==> src/rtl/instr_fetch_unit_pkg.sv <==
// cpu_pkg: widths, opcodes, NOP word, key and
// fetch-unit state encoding shared with the 19-bit CPU core.
package cpu_pkg;

  localparam int INSTR_W = 19;

  localparam logic [4:0] OP_NOP = 5'b10001;

  localparam logic [INSTR_W-1:0] NOP_WORD =
    {OP_NOP, 14'd0};

  localparam logic [INSTR_W-1:0] ENC_KEY =
    19'h1F1F1;

  typedef enum logic [1:0] {
    S_IDLE,
    S_LOAD,
    S_RUN,
    S_HALT
  } ifu_state_t;

  function automatic logic [INSTR_W-1:0] decrypt(
    input logic [INSTR_W-1:0] w
  );
    return w ^ ENC_KEY;
  endfunction

endpackage

==> src/rtl/instr_fetch_unit_if.sv <==
// Fetch-unit bus: load stream, run control, pc/instr, status.
// master = program loader + CPU side, slave = instr_fetch_unit.
interface instr_fetch_unit_if #(
  parameter int ADDR_W = 8
);
  import cpu_pkg::*;

  logic               load_start;
  logic               load_valid;
  logic [INSTR_W-1:0] load_data;
  logic               load_last;
  logic               load_ready;
  logic               run_start;
  logic [INSTR_W-1:0] pc;
  logic [INSTR_W-1:0] instr;
  logic               instr_valid;
  logic [ADDR_W:0]    prog_len;
  logic               load_err;
  logic               halted;

  modport master (
    output load_start, load_valid, load_data,
    output load_last, run_start, pc,
    input  load_ready, instr, instr_valid,
    input  prog_len, load_err, halted
  );

  modport slave (
    input  load_start, load_valid, load_data,
    input  load_last, run_start, pc,
    output load_ready, instr, instr_valid,
    output prog_len, load_err, halted
  );

endinterface

==> src/rtl/instr_fetch_unit_prog_ram.sv <==
// ifu_prog_ram: DEPTH x WIDTH store, one write port and one
// registered read port. Ports: clk, we/wr_addr/wr_data, rd_en/rd_addr/rd_data.
module ifu_prog_ram #(
  parameter int DEPTH  = 256,
  parameter int ADDR_W = 8,
  parameter int WIDTH  = 19
) (
  input  logic              clk,
  input  logic              we,
  input  logic [ADDR_W-1:0] wr_addr,
  input  logic [WIDTH-1:0]  wr_data,
  input  logic              rd_en,
  input  logic [ADDR_W-1:0] rd_addr,
  output logic [WIDTH-1:0]  rd_data
);

  logic [WIDTH-1:0] mem [DEPTH];

  always_ff @(posedge clk) begin
    if (we) mem[wr_addr] <= wr_data;
    if (rd_en) rd_data <= mem[rd_addr];
  end

endmodule

==> src/rtl/instr_fetch_unit.sv <==
// instr_fetch_unit: loads a program over a valid/ready stream and serves
// instr for pc with 1-cycle latency, NOP+HALT past the program end.
// Ports: clk, rst_n (async, active low), ifu (instr_fetch_unit_if.slave).
// Build option: define IFU_DECRYPT_EN to XOR fetched words with ENC_KEY.
module instr_fetch_unit #(
  parameter int          DEPTH    = 256,
  parameter int          ADDR_W   = 8,
  parameter logic [18:0] NOP_WORD = cpu_pkg::NOP_WORD
) (
  input  logic clk,
  input  logic rst_n,
  instr_fetch_unit_if.slave ifu
);
  import cpu_pkg::*;

  localparam logic [ADDR_W:0] LAST_IDX =
    (ADDR_W+1)'(DEPTH-1);

  ifu_state_t         state;
  logic [ADDR_W:0]    wr_ptr;
  logic               we;
  logic               rd_en;
  logic               in_range;
  logic [INSTR_W-1:0] ram_q;
  logic [INSTR_W-1:0] word;

  assign we = (state == S_LOAD) &&
              ifu.load_valid && ifu.load_ready;

  // Full-width compare: pc >= DEPTH can never alias a low index.
  assign in_range = ifu.pc < INSTR_W'(ifu.prog_len);
  assign rd_en = (state == S_RUN) && in_range;

  ifu_prog_ram #(
    .DEPTH  (DEPTH),
    .ADDR_W (ADDR_W),
    .WIDTH  (INSTR_W)
  ) u_ram (
    .clk     (clk),
    .we      (we),
    .wr_addr (wr_ptr[ADDR_W-1:0]),
    .wr_data (ifu.load_data),
    .rd_en   (rd_en),
    .rd_addr (ifu.pc[ADDR_W-1:0]),
    .rd_data (ram_q)
  );

`ifdef IFU_DECRYPT_EN
  assign word = decrypt(ram_q);
`else
  assign word = ram_q;
`endif

  // Only a real fetched word is shown; the substitute NOP is never keyed.
  assign ifu.instr = ifu.instr_valid ? word : NOP_WORD;

  always_ff @(posedge clk or negedge rst_n) begin
    if (!rst_n) begin
      state           <= S_IDLE;
      wr_ptr          <= '0;
      ifu.prog_len    <= '0;
      ifu.load_err    <= 1'b0;
      ifu.load_ready  <= 1'b0;
      ifu.halted      <= 1'b0;
      ifu.instr_valid <= 1'b0;
    end else begin
      unique case (state)
        S_IDLE, S_HALT: begin
          if (ifu.load_start) begin
            state          <= S_LOAD;
            wr_ptr         <= '0;
            ifu.prog_len   <= '0;
            ifu.load_err   <= 1'b0;
            ifu.load_ready <= 1'b1;
            ifu.halted     <= 1'b0;
          end else if (ifu.run_start) begin
            if (ifu.prog_len != '0) begin
              state      <= S_RUN;
              ifu.halted <= 1'b0;
            end else begin
              state      <= S_HALT;
              ifu.halted <= 1'b1;
            end
          end
        end
        S_LOAD: begin
          if (we) begin
            wr_ptr       <= wr_ptr + 1'b1;
            ifu.prog_len <= wr_ptr + 1'b1;
            if (ifu.load_last) begin
              state          <= S_IDLE;
              ifu.load_ready <= 1'b0;
            end else if (wr_ptr == LAST_IDX) begin
              state          <= S_IDLE;
              ifu.load_ready <= 1'b0;
              ifu.load_err   <= 1'b1;
            end
          end
        end
        S_RUN: begin
          if (in_range) begin
            ifu.instr_valid <= 1'b1;
          end else begin
            ifu.instr_valid <= 1'b0;
            ifu.halted      <= 1'b1;
            state           <= S_HALT;
          end
        end
        default: state <= S_IDLE;
      endcase
    end
  end

endmodule

==> src/flat_wrapper.sv <==
// flat-port wrapper written by rule: the top's interface ports become plain ports
module instr_fetch_unit_flat import cpu_pkg::*;
#(
  parameter int          DEPTH    = 256,
  parameter int          ADDR_W   = 8,
  parameter logic [18:0] NOP_WORD = cpu_pkg::NOP_WORD
)
  (clk, rst_n, ifu_load_start, ifu_load_valid, ifu_load_data, ifu_load_last, ifu_run_start, ifu_pc, ifu_load_ready, ifu_instr, ifu_instr_valid, ifu_prog_len, ifu_load_err, ifu_halted);
  instr_fetch_unit_if #(.ADDR_W(ADDR_W)) ifu_i ();
  input  logic clk;
  input  logic rst_n;
  input wire logic [$bits(ifu_i.load_start)-1:0] ifu_load_start;
  input wire logic [$bits(ifu_i.load_valid)-1:0] ifu_load_valid;
  input wire logic [$bits(ifu_i.load_data)-1:0] ifu_load_data;
  input wire logic [$bits(ifu_i.load_last)-1:0] ifu_load_last;
  input wire logic [$bits(ifu_i.run_start)-1:0] ifu_run_start;
  input wire logic [$bits(ifu_i.pc)-1:0] ifu_pc;
  output wire logic [$bits(ifu_i.load_ready)-1:0] ifu_load_ready;
  output wire logic [$bits(ifu_i.instr)-1:0] ifu_instr;
  output wire logic [$bits(ifu_i.instr_valid)-1:0] ifu_instr_valid;
  output wire logic [$bits(ifu_i.prog_len)-1:0] ifu_prog_len;
  output wire logic [$bits(ifu_i.load_err)-1:0] ifu_load_err;
  output wire logic [$bits(ifu_i.halted)-1:0] ifu_halted;
  assign ifu_i.load_start = ifu_load_start;
  assign ifu_i.load_valid = ifu_load_valid;
  assign ifu_i.load_data = ifu_load_data;
  assign ifu_i.load_last = ifu_load_last;
  assign ifu_i.run_start = ifu_run_start;
  assign ifu_i.pc = ifu_pc;
  assign ifu_load_ready = ifu_i.load_ready;
  assign ifu_instr = ifu_i.instr;
  assign ifu_instr_valid = ifu_i.instr_valid;
  assign ifu_prog_len = ifu_i.prog_len;
  assign ifu_load_err = ifu_i.load_err;
  assign ifu_halted = ifu_i.halted;
  instr_fetch_unit #(.DEPTH(DEPTH), .ADDR_W(ADDR_W), .NOP_WORD(NOP_WORD)) u_core (.clk(clk), .rst_n(rst_n), .ifu(ifu_i));
endmodule
==> config.mk <==
export PLATFORM = sky130hd
export DESIGN_NAME = instr_fetch_unit_flat
export DESIGN_NICKNAME = d
export VERILOG_FILES = /design/src/rtl/instr_fetch_unit_pkg.sv /design/src/rtl/instr_fetch_unit_if.sv /design/src/rtl/instr_fetch_unit_prog_ram.sv /design/src/rtl/instr_fetch_unit.sv /design/src/flat_wrapper.sv
export SDC_FILE = /design/constraint.sdc
export NUM_CORES = 2
export LEC_CHECK = 0
export CORE_UTILIZATION = 68
export CTS_CLUSTER_SIZE = 20
export DETAILED_ROUTE_END_ITERATION = 16
export GPL_TIMING_DRIVEN = 0
export PLACE_DENSITY = 0.91
export SYNTH_ARGS = -nofsm -noshare
export SYNTH_HDL_FRONTEND = slang
export SYNTH_MEMORY_MAX_BITS = 65536
export SYNTH_SLANG_ARGS = --single-unit
==> constraint.sdc <==
create_clock -name clk -period 5.6 [get_ports clk]
set_input_delay 1.4 -clock clk [delete_from_list [all_inputs] [get_ports clk]]
set_output_delay 1.4 -clock clk [all_outputs]
set_load 0.005 [all_outputs]
==> results of run 1 <==
-- through the flow --
| step | setup slack, ps | instance area (sq um) |
|---|---|---|
| 2_1_floorplan | 2077 | 186500 |
| 3_3_place_gp | -5317 | 191700 |
| 3_5_place_dp | -2138 | 197700 |
| 4_1_cts | -14.51 | 212900 |
-- repair_timing --
action / in CTS
resized for setup: 120
endpoints found under the setup margin: 18
pin swaps: 7
buffers inserted: 2
-- per-layer routing --
layer  GRT overflow  track usage, %
met3              2           62.06
met2            103           84.54
met4            106           69.88
met5              1           37.44
met1              6           69.73
-- cell usage after synthesis (3+ instances only) --
| library cell | number |
|---|---|
| a2111oi_2 | 5 |
| nand3_1 | 21 |
| buf_6 | 36 |
| nor2b_1 | 6 |
| o21ai_0 | 11 |
| clkbuf_1 | 233 |
| nor4_1 | 103 |
| mux2i_1 | 629 |
| a21oi_1 | 130 |
| or2_2 | 4 |
| nand2b_1 | 11 |
| a22oi_1 | 145 |
| nand2_1 | 49 |
| a221oi_2 | 11 |
| a22o_1 | 155 |
| dfrtp_1 | 15 |
| a221oi_1 | 63 |
| inv_1 | 16 |
| and2_1 | 19 |
| buf_1 | 44 |
| ha_1 | 15 |
| buf_4 | 78 |
| nor3_1 | 133 |
| edfxtp_1 | 4883 |
| buf_2 | 117 |
| or3_1 | 4 |
| mux4_2 | 915 |
| buf_8 | 3 |
| nand4b_1 | 3 |
| o211ai_1 | 20 |
| nor2_1 | 279 |
| nand4_1 | 20 |
| nand3b_1 | 4 |
| o22ai_1 | 378 |
-- cells by family after synthesis --
group	after synthesis	share of synthesized area, %
and+or+nand+nor	662	1.688
DFF	4898	78.81
AOI/OAI and AO/OA	926	3.493
muxes	1546	14.44
buffers and inverters	527	1.459
adders and majority gates	15	0.1006
xor gates and xnor gates	2	0.009393
==> out/qor.yml, run 1 <==
synth_area_per_cell_sq_um: 21.75
status: "aborted with a tool error"
place.gp.congestion: 0.9980
grt_max_degree: 153
start_util_pct: 68.64
die_x_microns: 525.7
synth_flop_cell: "edfxtp_1"
synth_edf_count: 4883
gr-total-overflow: 218
io_pins: 76
cts_buffers: 453
failed_stage: "5_1_grt"
yosysWarnings: 0
postCtsHoldBufs: 0
synth_nets: 8635
synth_area_leaders: "edfxtp_1, mux4_2, mux2i_1"
ys_seq_area_share_pct: 78.81
error_line: "[ERROR GRT-0232] Routing congestion too high. Check the congestion heatmap in the GUI."
rows: 191
async_reset_ff_share_pct: 0.3062
endpoint_type: "register data pin"
chipHeight_microns: 525.7
worst_endpoint: "u_core.u_ram.rd_data[7]$_DFFE_PP_/D"
ys_ff_latch: 4898
clock-sinks: 4898
hpwlAfterDp_microns: 422600
synthCells: 8576
antenna_found_initial: 185
gr-usage-all-layers_pct: 71.46
port_buffers: 74
cts_max_path_buffers: 4
cts_max_level: 5
yosysUniqueCellTypes: 46
yosysTopAreaCell: "edfxtp_1"
dp.cells: 12500
synth_area_sq_um: 186500
cts-root-buf: "clkbuf_16"
synth.top_cell.area_share_pct: 78.61
==> run 2: changes to the inputs <==
--- a/config.mk
+++ b/config.mk
@@ -5,11 +5,10 @@
 export SDC_FILE = /design/constraint.sdc
 export NUM_CORES = 2
 export LEC_CHECK = 0
-export CORE_UTILIZATION = 68
-export CTS_CLUSTER_SIZE = 20
+export CORE_UTILIZATION = 40
 export DETAILED_ROUTE_END_ITERATION = 16
 export GPL_TIMING_DRIVEN = 0
-export PLACE_DENSITY = 0.91
+export PLACE_DENSITY_LB_ADDON = 0.15
 export SYNTH_ARGS = -nofsm -noshare
 export SYNTH_HDL_FRONTEND = slang
 export SYNTH_MEMORY_MAX_BITS = 65536
==> run 2 against run 1 <==
  * The flow now finishes, with violations (max-capacitance violations, max-slew violations, negative setup slack)
  * Synthesized area unchanged
  * Synthesized cell count unchanged
==> out/qor.yml, run 2 <==
synth_nets: 8635
core_area_sq_um: 463900
drt_first_pass_iters: 6
chipHeight_microns: 684.9
antenna_found_initial: 50
io_pins: 76
setup.worst_path.start_class: "primary input"
rsz0062_at_grt: "true"
final-setup-viol-count: 19
worstPathArrival_ps: 6700
min_from: "u_core.state[1]"
cts_buffers: 524
final_common_cell: "edfxtp_1"
gr-usage-all-layers_pct: 26.64
cts_max_path_buffers: 4
ys_seq_area_share_pct: 78.81
max_freq_mhz: 168.6
yosysTopAreaCell: "edfxtp_1"
cts_max_level: 6
fin_util_pct: 47.20
place_area_sq_um: 201900
r2r_start: "u_core.wr_ptr[3]"
cp.required_ps: 6360
top_regs: "u_core.u_ram.mem (4864), u_core.u_ram.rd_data (19), u_core.wr_ptr (9)"
setup_slack_ps: -332.6
ys_ff_latch: 4898
dieArea_sq_um: 469000
hpwlAfterDp_microns: 440800
yosys-top-cells-count: "edfxtp_1, mux4_2, mux2i_1"
slew_viol_final: 8
layout_common_cells: "edfxtp_1, mux4_2, mux2i_1"
rows: 250
finalCritPeriodShare_pct: 105.9
crit_type: "in2reg"
whs_path_depth: 1
grt_max_degree: 129
worst_pin_slew_ps: 1584
rr_worst_depth: 8
p_per_area_nw_per_um2: 357.8
critPathTopFamily: "buffers and inverters"
largest_reg_flops: 4864
fin_crit_ps: 5933
synth_edf_count: 4883
clkTransAtPathRegs_ps: 60
cp.depth: 10
ir_drop_mv: 0.3503
crit_start: "ifu_pc[2]"
total_power_w: 0.07834
syn_to_final_growth_pct: 17.38
cts_tree: "built"
grt_first_pass_wirelength_microns: 845400
start_util_pct: 40.21
slew_headroom_pct: -5.846
synth_area_leaders: "edfxtp_1, mux4_2, mux2i_1"
status: "finished with violations"
drcViolationCount: 0
async_reset_ff_share_pct: 0.3062
synth_flop_cell: "edfxtp_1"
grt_pass1_vias: 95220
cts-root-buf: "clkbuf_16"
final_area_sq_um: 218900
max_cap_viol_count: 2
final_nets: 9533
drive_gt1_share_pct: 26.67
drt_iter0_drc: 14030
synth_area_per_cell_sq_um: 21.75
gr-total-overflow: 0
synthCells: 8576
die_x_microns: 684.9
p_leak_nw: 68.93
yosysWarnings: 0
port_buffers: 74
synth_most_common_cell: "edfxtp_1"
crit_fanout: 10
antenna_left: 0
final.setup.tns_ps: -2567
violations: "max-capacitance violations, max-slew violations, negative setup slack"
fin_hold_ws_ps: 560.1
vias: 96980
hold_class: "reg2reg"
clock-sinks: 4898
path_buf_inv: 4
vias_per_cell: 6.040
final-hold-violation-count: 0
path_cells: "clkdlybuf4s50_1 -> buf_2 -> nand3b_1 -> clkbuf_1 -> buf_1 -> o22ai_1 -> nor4_1 -> a21oi_1 -> nand4_1 -> nor3_4"
postCtsHoldBufs: 0
synth_area_sq_um: 186500
synth.top_cell.area_share_pct: 78.61
end_kind: "register"
max_stage_delay_ps: 1010
place.gp.congestion: 0.9293
yosysUniqueCellTypes: 46
final.setup_skew_ps: 46.05
crit_slowest_cell: "nor4_1"
wl_per_cell_microns: 39.61
top_register: "u_core.u_ram.mem"
clk_latency_ps: 1070
wl_microns: 636000
[run 2: cell counts after synthesis]
No cell type changed its count.
[run 2: report_power, final]
group	total, W	switching [W]	leakage (nW)	internal (W)
Combinational	0.00469	0.00332	17.0	0.00137
Sequential	0.0405	0.0000708	44.1	0.0404
Clock	0.0332	0.0144	7.84	0.0188
Total	0.0783	0.0178	68.9	0.0606
[run 2: cells by family after synthesis]
| logic type | Yosys count | share of synthesized area [%] |
|---|---|---|
| buffers and inverters | 527 | 1.459 |
| adder cells (fa/ha/maj) | 15 | 0.1006 |
| AND/OR/NAND/NOR | 662 | 1.688 |
| AO/OA/AOI/OAI | 926 | 3.493 |
| multiplexers | 1546 | 14.44 |
| XOR/XNOR | 2 | 0.009393 |
| flip-flops | 4898 | 78.81 |
[run 2: area by class of cell]
class                      instances  area [sq um]
clock inverter                   264          2003
buffer                           511          2879
timing repair buffer             372          6690
tap                             6174          7725
fill                           38150        244900
multi-input combinational       3151         38510
sequential                      4898        147000
inverter                          16         60.06
clock buffer                     656         14020
antenna                           16         40.04
[run 2: final timing paths]
path,slack (ps),end
hold reg to reg,560,u_core.state[1]
setup / recovery,-330,u_core.u_ram.rd_data[18]
hold / removal,560,u_core.state[1]
min in group asynchronous,820,u_core.wr_ptr[5]
max in group asynchronous,4270,u_core.ifu.instr_valid
setup reg to reg,760,u_core.u_ram.mem[137][16]
[run 2: per-stage QoR]
stage	instances	setup WS [ps]
global route	16040	-71.01
detailed placement	15110	-3153
global placement	14820	-6756
finish	16060	-332.6
floorplan	8576	2077
CTS	16040	1.175
[run 2: routing by layer]
| metal | global-route usage, % | vias to the layer above | wire length, microns |
|---|---|---|---|
| met5 | 0 | - | 43 |
| met4 | 12.61 | 6 | 34950 |
| met3 | 5.123 | 1041 | 55150 |
| met2 | 41.51 | 5031 | 293400 |
| met1 | 36.31 | 52580 | 252500 |
| li1 | - | 38330 | - |
[run 2: what timing repair did]
action | CTS | global route
resized for setup | 187 | 30
pin swaps | 26 | 7
endpoints found under the setup margin | 19 | 11
buffers inserted | 7 | 0
Power figures use the tool's default switching activity.
